$ cat src/rtl/multicycle_controller_pkg.sv
// Shared encodings for the multi-cycle RV32I control path: FSM states,
// opcodes and the control-field values driven toward the datapath.
package riscv_ctrl_pkg;

    typedef enum logic [3:0] {
        S_FETCH    = 4'd0,
        S_DECODE   = 4'd1,
        S_MEMADR   = 4'd2,
        S_MEMREAD  = 4'd3,
        S_MEMWRITE = 4'd4,
        S_MEMWB    = 4'd5,
        S_EXECUTER = 4'd6,
        S_EXECUTEI = 4'd7,
        S_ALUWB    = 4'd8,
        S_BEQ      = 4'd9,
        S_JAL      = 4'd10
    } ctrl_state_t;

    localparam logic [6:0] OP_LW    = 7'b0000011;
    localparam logic [6:0] OP_SW    = 7'b0100011;
    localparam logic [6:0] OP_RTYPE = 7'b0110011;
    localparam logic [6:0] OP_ITYPE = 7'b0010011;
    localparam logic [6:0] OP_BEQ   = 7'b1100011;
    localparam logic [6:0] OP_JAL   = 7'b1101111;

    localparam logic [1:0] IMM_I = 2'b00;
    localparam logic [1:0] IMM_S = 2'b01;
    localparam logic [1:0] IMM_B = 2'b10;
    localparam logic [1:0] IMM_J = 2'b11;

    localparam logic [2:0] ALU_ADD = 3'b000;
    localparam logic [2:0] ALU_SUB = 3'b001;
    localparam logic [2:0] ALU_AND = 3'b010;
    localparam logic [2:0] ALU_OR  = 3'b011;
    localparam logic [2:0] ALU_SLT = 3'b101;

    localparam logic [1:0] ALUOP_ADD   = 2'b00;
    localparam logic [1:0] ALUOP_SUB   = 2'b01;
    localparam logic [1:0] ALUOP_FUNCT = 2'b10;

    localparam logic [1:0] SRCA_PC    = 2'b00;
    localparam logic [1:0] SRCA_OLDPC = 2'b01;
    localparam logic [1:0] SRCA_REGA  = 2'b10;

    localparam logic [1:0] SRCB_REGB  = 2'b00;
    localparam logic [1:0] SRCB_IMM   = 2'b01;
    localparam logic [1:0] SRCB_FOUR  = 2'b10;

    localparam logic [1:0] RES_ALUOUT = 2'b00;
    localparam logic [1:0] RES_DATA   = 2'b01;
    localparam logic [1:0] RES_ALURES = 2'b10;

    // ImmSrc depends only on the opcode, so it is valid in every state.
    function automatic logic [1:0] imm_src_for(input logic [6:0] op);
        case (op)
            OP_SW:   return IMM_S;
            OP_BEQ:  return IMM_B;
            OP_JAL:  return IMM_J;
            default: return IMM_I;
        endcase
    endfunction

endpackage

$ cat src/rtl/multicycle_controller_if.sv
// Controller <-> datapath bundle. The controller is the master: it consumes
// instruction fields and the zero flag and drives every datapath control.
interface multicycle_controller_if;
    logic [6:0] op;
    logic [2:0] funct3;
    logic       funct7b5;
    logic       zero;
    logic [1:0] ImmSrc;
    logic [1:0] ALUSrcA;
    logic [1:0] ALUSrcB;
    logic [2:0] ALUControl;
    logic [1:0] ResultSrc;
    logic       AdrSrc;
    logic       IRWrite;
    logic       PCWrite;
    logic       RegWrite;
    logic       MemWrite;
    logic [3:0] state_o;

    modport master (
        input  op, funct3, funct7b5, zero,
        output ImmSrc, ALUSrcA, ALUSrcB, ALUControl, ResultSrc,
        output AdrSrc, IRWrite, PCWrite, RegWrite, MemWrite, state_o
    );

    modport slave (
        output op, funct3, funct7b5, zero,
        input  ImmSrc, ALUSrcA, ALUSrcB, ALUControl, ResultSrc,
        input  AdrSrc, IRWrite, PCWrite, RegWrite, MemWrite, state_o
    );
endinterface

$ cat src/rtl/multicycle_controller_alu_decoder.sv
// Maps the FSM's ALUOp plus instruction function fields to an ALU operation.
module alu_decoder
    import riscv_ctrl_pkg::*;
(
    input  logic [1:0] ALUOp,
    input  logic [2:0] funct3,
    input  logic       funct7b5,
    input  logic       op5,
    output logic [2:0] ALUControl
);

    always_comb begin
        ALUControl = ALU_ADD;
        case (ALUOp)
            ALUOP_SUB: ALUControl = ALU_SUB;
            ALUOP_FUNCT: begin
                case (funct3)
                    // op5 separates R-type from addi, whose bit 30 is immediate data
                    3'b000:  ALUControl = (op5 && funct7b5) ? ALU_SUB : ALU_ADD;
                    3'b010:  ALUControl = ALU_SLT;
                    3'b110:  ALUControl = ALU_OR;
                    3'b111:  ALUControl = ALU_AND;
                    default: ALUControl = ALU_ADD;
                endcase
            end
            default: ALUControl = ALU_ADD;
        endcase
    end

endmodule

$ cat src/rtl/multicycle_controller.sv
// Multi-cycle RV32I control FSM: sequences fetch/decode/execute/writeback
// over a shared datapath; all outputs are combinational from state and inputs.
module multicycle_controller
    import riscv_ctrl_pkg::*;
(
    input  logic                      clk,
    input  logic                      rst,
    multicycle_controller_if.master   bus
);

    ctrl_state_t state, state_next, out_state;
    logic [1:0]  alu_op;
    logic        branch, pc_update;
    logic [1:0]  alu_src_a, alu_src_b, result_src;
    logic        adr_src, ir_write, reg_write, mem_write;
    logic [2:0]  alu_control;

    always_ff @(posedge clk) begin
        if (rst) state <= S_FETCH;
        else     state <= state_next;
    end

    always_comb begin
        state_next = S_FETCH;
        case (state)
            S_FETCH: state_next = S_DECODE;
            S_DECODE: begin
                case (bus.op)
                    OP_LW, OP_SW: state_next = S_MEMADR;
                    OP_RTYPE:     state_next = S_EXECUTER;
                    OP_ITYPE:     state_next = S_EXECUTEI;
                    OP_BEQ:       state_next = S_BEQ;
                    OP_JAL:       state_next = S_JAL;
                    default:      state_next = S_FETCH;
                endcase
            end
            S_MEMADR:   state_next = (bus.op == OP_LW) ? S_MEMREAD : S_MEMWRITE;
            S_MEMREAD:  state_next = S_MEMWB;
            S_EXECUTER: state_next = S_ALUWB;
            S_EXECUTEI: state_next = S_ALUWB;
            S_JAL:      state_next = S_ALUWB;
            default:    state_next = S_FETCH;
        endcase
    end

    // Under reset the outputs look like FETCH, with the enables masked below.
    assign out_state = rst ? S_FETCH : state;

    always_comb begin
        alu_op     = ALUOP_ADD;
        branch     = 1'b0;
        pc_update  = 1'b0;
        alu_src_a  = SRCA_PC;
        alu_src_b  = SRCB_REGB;
        result_src = RES_ALUOUT;
        adr_src    = 1'b0;
        ir_write   = 1'b0;
        reg_write  = 1'b0;
        mem_write  = 1'b0;
        case (out_state)
            S_FETCH: begin
                ir_write   = 1'b1;
                alu_src_b  = SRCB_FOUR;
                result_src = RES_ALURES;
                pc_update  = 1'b1;
            end
            S_DECODE: begin
                alu_src_a = SRCA_OLDPC;
                alu_src_b = SRCB_IMM;
            end
            S_MEMADR: begin
                alu_src_a = SRCA_REGA;
                alu_src_b = SRCB_IMM;
            end
            S_MEMREAD:  adr_src = 1'b1;
            S_MEMWRITE: begin
                adr_src   = 1'b1;
                mem_write = 1'b1;
            end
            S_MEMWB: begin
                result_src = RES_DATA;
                reg_write  = 1'b1;
            end
            S_EXECUTER: begin
                alu_src_a = SRCA_REGA;
                alu_op    = ALUOP_FUNCT;
            end
            S_EXECUTEI: begin
                alu_src_a = SRCA_REGA;
                alu_src_b = SRCB_IMM;
                alu_op    = ALUOP_FUNCT;
            end
            S_ALUWB: reg_write = 1'b1;
            S_BEQ: begin
                alu_src_a = SRCA_REGA;
                alu_op    = ALUOP_SUB;
                branch    = 1'b1;
            end
            S_JAL: begin
                alu_src_a = SRCA_OLDPC;
                alu_src_b = SRCB_FOUR;
                pc_update = 1'b1;
            end
            default: ;
        endcase
    end

    alu_decoder u_alu_decoder (
        .ALUOp      (alu_op),
        .funct3     (bus.funct3),
        .funct7b5   (bus.funct7b5),
        .op5        (bus.op[5]),
        .ALUControl (alu_control)
    );

    assign bus.ImmSrc     = imm_src_for(bus.op);
    assign bus.ALUSrcA    = alu_src_a;
    assign bus.ALUSrcB    = alu_src_b;
    assign bus.ALUControl = alu_control;
    assign bus.ResultSrc  = result_src;
    assign bus.AdrSrc     = adr_src;
    assign bus.IRWrite    = ir_write & ~rst;
    assign bus.PCWrite    = (pc_update | (branch & bus.zero)) & ~rst;
    assign bus.RegWrite   = reg_write & ~rst;
    assign bus.MemWrite   = mem_write & ~rst;
    assign bus.state_o    = state;

endmodule
$ cat src/flat_wrapper.sv
// flat-port wrapper written by rule: the top's interface ports become plain ports
module multicycle_controller_flat import riscv_ctrl_pkg::*;
  (clk, rst, bus_op, bus_funct3, bus_funct7b5, bus_zero, bus_ImmSrc, bus_ALUSrcA, bus_ALUSrcB, bus_ALUControl, bus_ResultSrc, bus_AdrSrc, bus_IRWrite, bus_PCWrite, bus_RegWrite, bus_MemWrite, bus_state_o);
  multicycle_controller_if bus_i ();
  input  logic clk;
  input  logic rst;
  input wire logic [$bits(bus_i.op)-1:0] bus_op;
  input wire logic [$bits(bus_i.funct3)-1:0] bus_funct3;
  input wire logic [$bits(bus_i.funct7b5)-1:0] bus_funct7b5;
  input wire logic [$bits(bus_i.zero)-1:0] bus_zero;
  output wire logic [$bits(bus_i.ImmSrc)-1:0] bus_ImmSrc;
  output wire logic [$bits(bus_i.ALUSrcA)-1:0] bus_ALUSrcA;
  output wire logic [$bits(bus_i.ALUSrcB)-1:0] bus_ALUSrcB;
  output wire logic [$bits(bus_i.ALUControl)-1:0] bus_ALUControl;
  output wire logic [$bits(bus_i.ResultSrc)-1:0] bus_ResultSrc;
  output wire logic [$bits(bus_i.AdrSrc)-1:0] bus_AdrSrc;
  output wire logic [$bits(bus_i.IRWrite)-1:0] bus_IRWrite;
  output wire logic [$bits(bus_i.PCWrite)-1:0] bus_PCWrite;
  output wire logic [$bits(bus_i.RegWrite)-1:0] bus_RegWrite;
  output wire logic [$bits(bus_i.MemWrite)-1:0] bus_MemWrite;
  output wire logic [$bits(bus_i.state_o)-1:0] bus_state_o;
  assign bus_i.op = bus_op;
  assign bus_i.funct3 = bus_funct3;
  assign bus_i.funct7b5 = bus_funct7b5;
  assign bus_i.zero = bus_zero;
  assign bus_ImmSrc = bus_i.ImmSrc;
  assign bus_ALUSrcA = bus_i.ALUSrcA;
  assign bus_ALUSrcB = bus_i.ALUSrcB;
  assign bus_ALUControl = bus_i.ALUControl;
  assign bus_ResultSrc = bus_i.ResultSrc;
  assign bus_AdrSrc = bus_i.AdrSrc;
  assign bus_IRWrite = bus_i.IRWrite;
  assign bus_PCWrite = bus_i.PCWrite;
  assign bus_RegWrite = bus_i.RegWrite;
  assign bus_MemWrite = bus_i.MemWrite;
  assign bus_state_o = bus_i.state_o;
  multicycle_controller u_core (.clk(clk), .rst(rst), .bus(bus_i));
endmodule
$ cat config.mk
export PLATFORM = sky130hd
export DESIGN_NAME = multicycle_controller_flat
export DESIGN_NICKNAME = d
export VERILOG_FILES = /design/src/rtl/multicycle_controller_pkg.sv /design/src/rtl/multicycle_controller_if.sv /design/src/rtl/multicycle_controller_alu_decoder.sv /design/src/rtl/multicycle_controller.sv /design/src/flat_wrapper.sv
export SDC_FILE = /design/constraint.sdc
export NUM_CORES = 1
export LEC_CHECK = 0
export CAP_MARGIN = 20
export CORE_MARGIN = 3
export CORE_UTILIZATION = 42
export CTS_BUF_LIST = sky130_fd_sc_hd__clkbuf_4
export DETAILED_ROUTE_END_ITERATION = 16
export GPL_TIMING_DRIVEN = 0
export PLACE_DENSITY = 0.93
export SLEW_MARGIN = 10
export SYNTH_ARGS = -nofsm -noshare
export SYNTH_HDL_FRONTEND = slang
export SYNTH_HIERARCHICAL = 1
export SYNTH_SLANG_ARGS = --single-unit
$ cat constraint.sdc
create_clock -name clk -period 4.62 [get_ports clk]
set_input_delay 1.386 -clock clk [delete_from_list [all_inputs] [get_ports clk]]
set_output_delay 1.386 -clock clk [all_outputs]
set_load 0.1 [all_outputs]
==> results.ini <==
[final_layout]
areaGrowthSynthToFinish_pct = 73.7
layout-drive-gt1-share_pct = 26.2
final_cell_mix = clkdlybuf4s50_1 (17), nand2_1 (9), a21oi_1 (9), nor2_1 (9), dlygate4sd2_1 (7)
largest_reg_flops = 4
final_cell_count_no_fill = 137
antennaDiodeCount = 0
n_fill_cell = 97
final_common_cell = clkdlybuf4s50_1
final_core_util_pct = 79.7
fin_nets = 140

[logic_synthesis]
synthesis.area_sq_um = 604
netlist_instances = 85
ys_seq_area_share_pct = 13.3
synth-edff-count = 0
synth_nets = 101
synthTopCellsByArea = dfxtp_1 (13%), a21oi_1 (7.5%), nor2_1 (6.2%)
yosysTopAreaCell = dfxtp_1
synthFlopType = dfxtp_1
synth_cell_types = 37
avgSynthCellArea_sq_um = 7.11
synth_top_area_share_pct = 13.3
synth-async-reset-ratio_pct = 0
synth-seq-cells = 4
ys_warn_count = 6

[floorplan]
num_io_pins = 34
die-area_sq_mm = 0.00193
start_util_pct = 45.9
die_h_um = 43.9
rows = 13
core_sq_mm = 0.00132
die_w_um = 43.9

[setup_path]
reg2reg_depth = 4
crit_path_end_kind = output pin
worstPathArrival_ps = 3180
crit_required_ps = 3230
crit_family = buffers and inverters
slowest_stage = clkdlybuf4s50_1
crit_top_cell = inv_1
r2r_setup_slack_ps = 3320
cp_cell_sequence = clkdlybuf4s50_1 > buf_4 > nor2_2 > and3_1 > inv_1 > ha_1 > inv_1 > a221oi_4 > buf_12
regToRegEndpoint = u_core/bus.state_o[0]$_SDFF_PP0_
worstPathMaxFanout = 10
critPathKind = input port to output pin
worstReg2RegStart = u_core/bus.state_o[3]$_SDFF_PP0_
critical_path.max_stage_delay_ps = 490
start_kind = input port
crit_buf_inv = 5

[routing]
wire_per_inst_um = 15.0
drt_pass1_iterations = 4
drtAntennaViolNets = 0
wirelength_mm = 2.06
via_count = 790
drc = 0
drt_iter0_markers = 20
viasPerCell = 5.77

[timing]
setup_slack_ps = 54.3
rsz0062_at_grt = yes
hold_viol_final = 0
worst_pin_slew_ps = 970
report.final.slew_viol_count = 0
clock_skew_ps = 0.711
min_period_ps = 4570
fmaxAchievable_mhz = 219
min_period_over_period_pct = 98.8
whs_ps = 713
max-slew-margin-rel_pct = 35.1
finalSetupViolCount = 0

[clock_tree]
clk_pin_slew_ps = 40
clkLatencyLatePin_ps = 220
cts_buffers = 3
cts.sinks = 4
cts.path.max_buffers = 2
root_buffer = clkbuf_4
htreeDepth = 1
cts_tree = done

[worst_hold_path]
hold_path.class = flop to flop
hold_path_depth = 3
worstHoldEndpoint = u_core/bus.state_o[0]$_SDFF_PP0_
min-delay-start = u_core/bus.state_o[0]$_SDFF_PP0_

[power_and_ir_drop]
powerDensity_mw_per_mm2 = 152
ir_drop_v = 0.000144
design_power_total_mw = 0.159
p_leak_nw = 0.422

[grt]
grt_use_met1_pct = 28.0
grt_pass1_wl_mm = 3.16
grt_pass1_vias = 726
grt_max_degree = 11
overflow = 0
top_usage_layer = met2
grt_util_met3_pct = 1.66
use_met2_pct = 36.0
antenna_found_initial = 0
grt_use_total_pct = 20.8

[status]
status = complete, no violations

[placement]
hpwl_mm = 1.44
portBuffers = 33
gp_congestion = 0.842
dp_cells = 133
pre_cts_slack_ps = -1100

[flow_run]
cap_violations = 0

-- worst max path at each step --
| stage | start | end | slack [ps] | cells after the start |
|---|---|---|---|---|
| global placement | rst | bus_ALUControl[2] | -1060 | 7 |
| CTS | rst | bus_ALUControl[2] | 20 | 7 |
| detailed placement | rst | bus_ALUControl[2] | -1100 | 7 |
| floorplan | rst | bus_ALUControl[2] | -850 | 5 |
| global route | rst | bus_ALUControl[0] | -40 | 9 |
| finish | rst | bus_ALUControl[0] | 50 | 9 |
-- Yosys cell counts (all sizes together), types with 2 or more instances --
cell,number
nor2,10
a21oi,9
nand2,9
nor3,7
dfxtp,4
inv,4
buf,3
clkbuf,3
nand2b,3
nor3b,3
xnor2,3
and3,2
and4b,2
ha,2
nand3,2
nand3b,2
nor2b,2
nor4b,2
-- tightest hold or removal path: stages (launching register included) --
cell	delay, ps
dfxtp_1	360
nand2b_4	140
o2111ai_1	110
o31ai_1	70
-- layout make-up --
type	instances	area, sq um	share of cell area [%]
Multi-Input combinational cell	71	549	52.3
Timing Repair Buffer	34	328	31.2
Sequential cell	4	80.1	7.63
Buffer	6	36.3	3.46
Clock buffer	3	22.5	2.15
Tap cell	15	18.8	1.79
Inverter	4	15.0	1.43
-- routing by layer --
metal	share of wire, %	up-vias
met5	0	-
met4	0.097	0
met3	5.3	2
met2	52	31
met1	42	374
li1	-	383
-- repair_timing --
action | in CTS | in global routing
hold buffers | 0 | 0
setup buffers | 1 | 0
pin swaps | 1 | 0
cloned | 0 | 0
gates resized for setup | 48 | 13
setup endpoints to repair | 16 | 7
-- power by group --
| part | switching [mW] | total (mW) | internal, mW | leakage [nW] |
|---|---|---|---|---|
| Sequential | 0.00154 | 0.0371 | 0.0356 | 0.0326 |
| Clock | 0.0125 | 0.0414 | 0.0289 | 0.0138 |
| Combinational | 0.0563 | 0.0809 | 0.0246 | 0.376 |
| Total | 0.0703 | 0.159 | 0.0892 | 0.422 |
-- kinds of logic after synthesis --
family,after synthesis,share of synthesized area (%)
multiplexers,1,1.66
AO/OA/AOI/OAI,16,17.6
buffers and inverters,10,7.87
flip-flops,4,13.3
adder cells (fa/ha/maj),2,4.14
AND/OR/NAND/NOR,49,51.1
XOR/XNOR,3,4.35
-- metrics by stage --
step	cell area, sq um	TNS [ps]
floorplan	633	-3260
global placement	982	-6840
detailed placement	982	-7280
CTS	1020	0
global route	1050	-45.1
finish	1050	0
No activity file was read; power rests on OpenSTA's default activity.
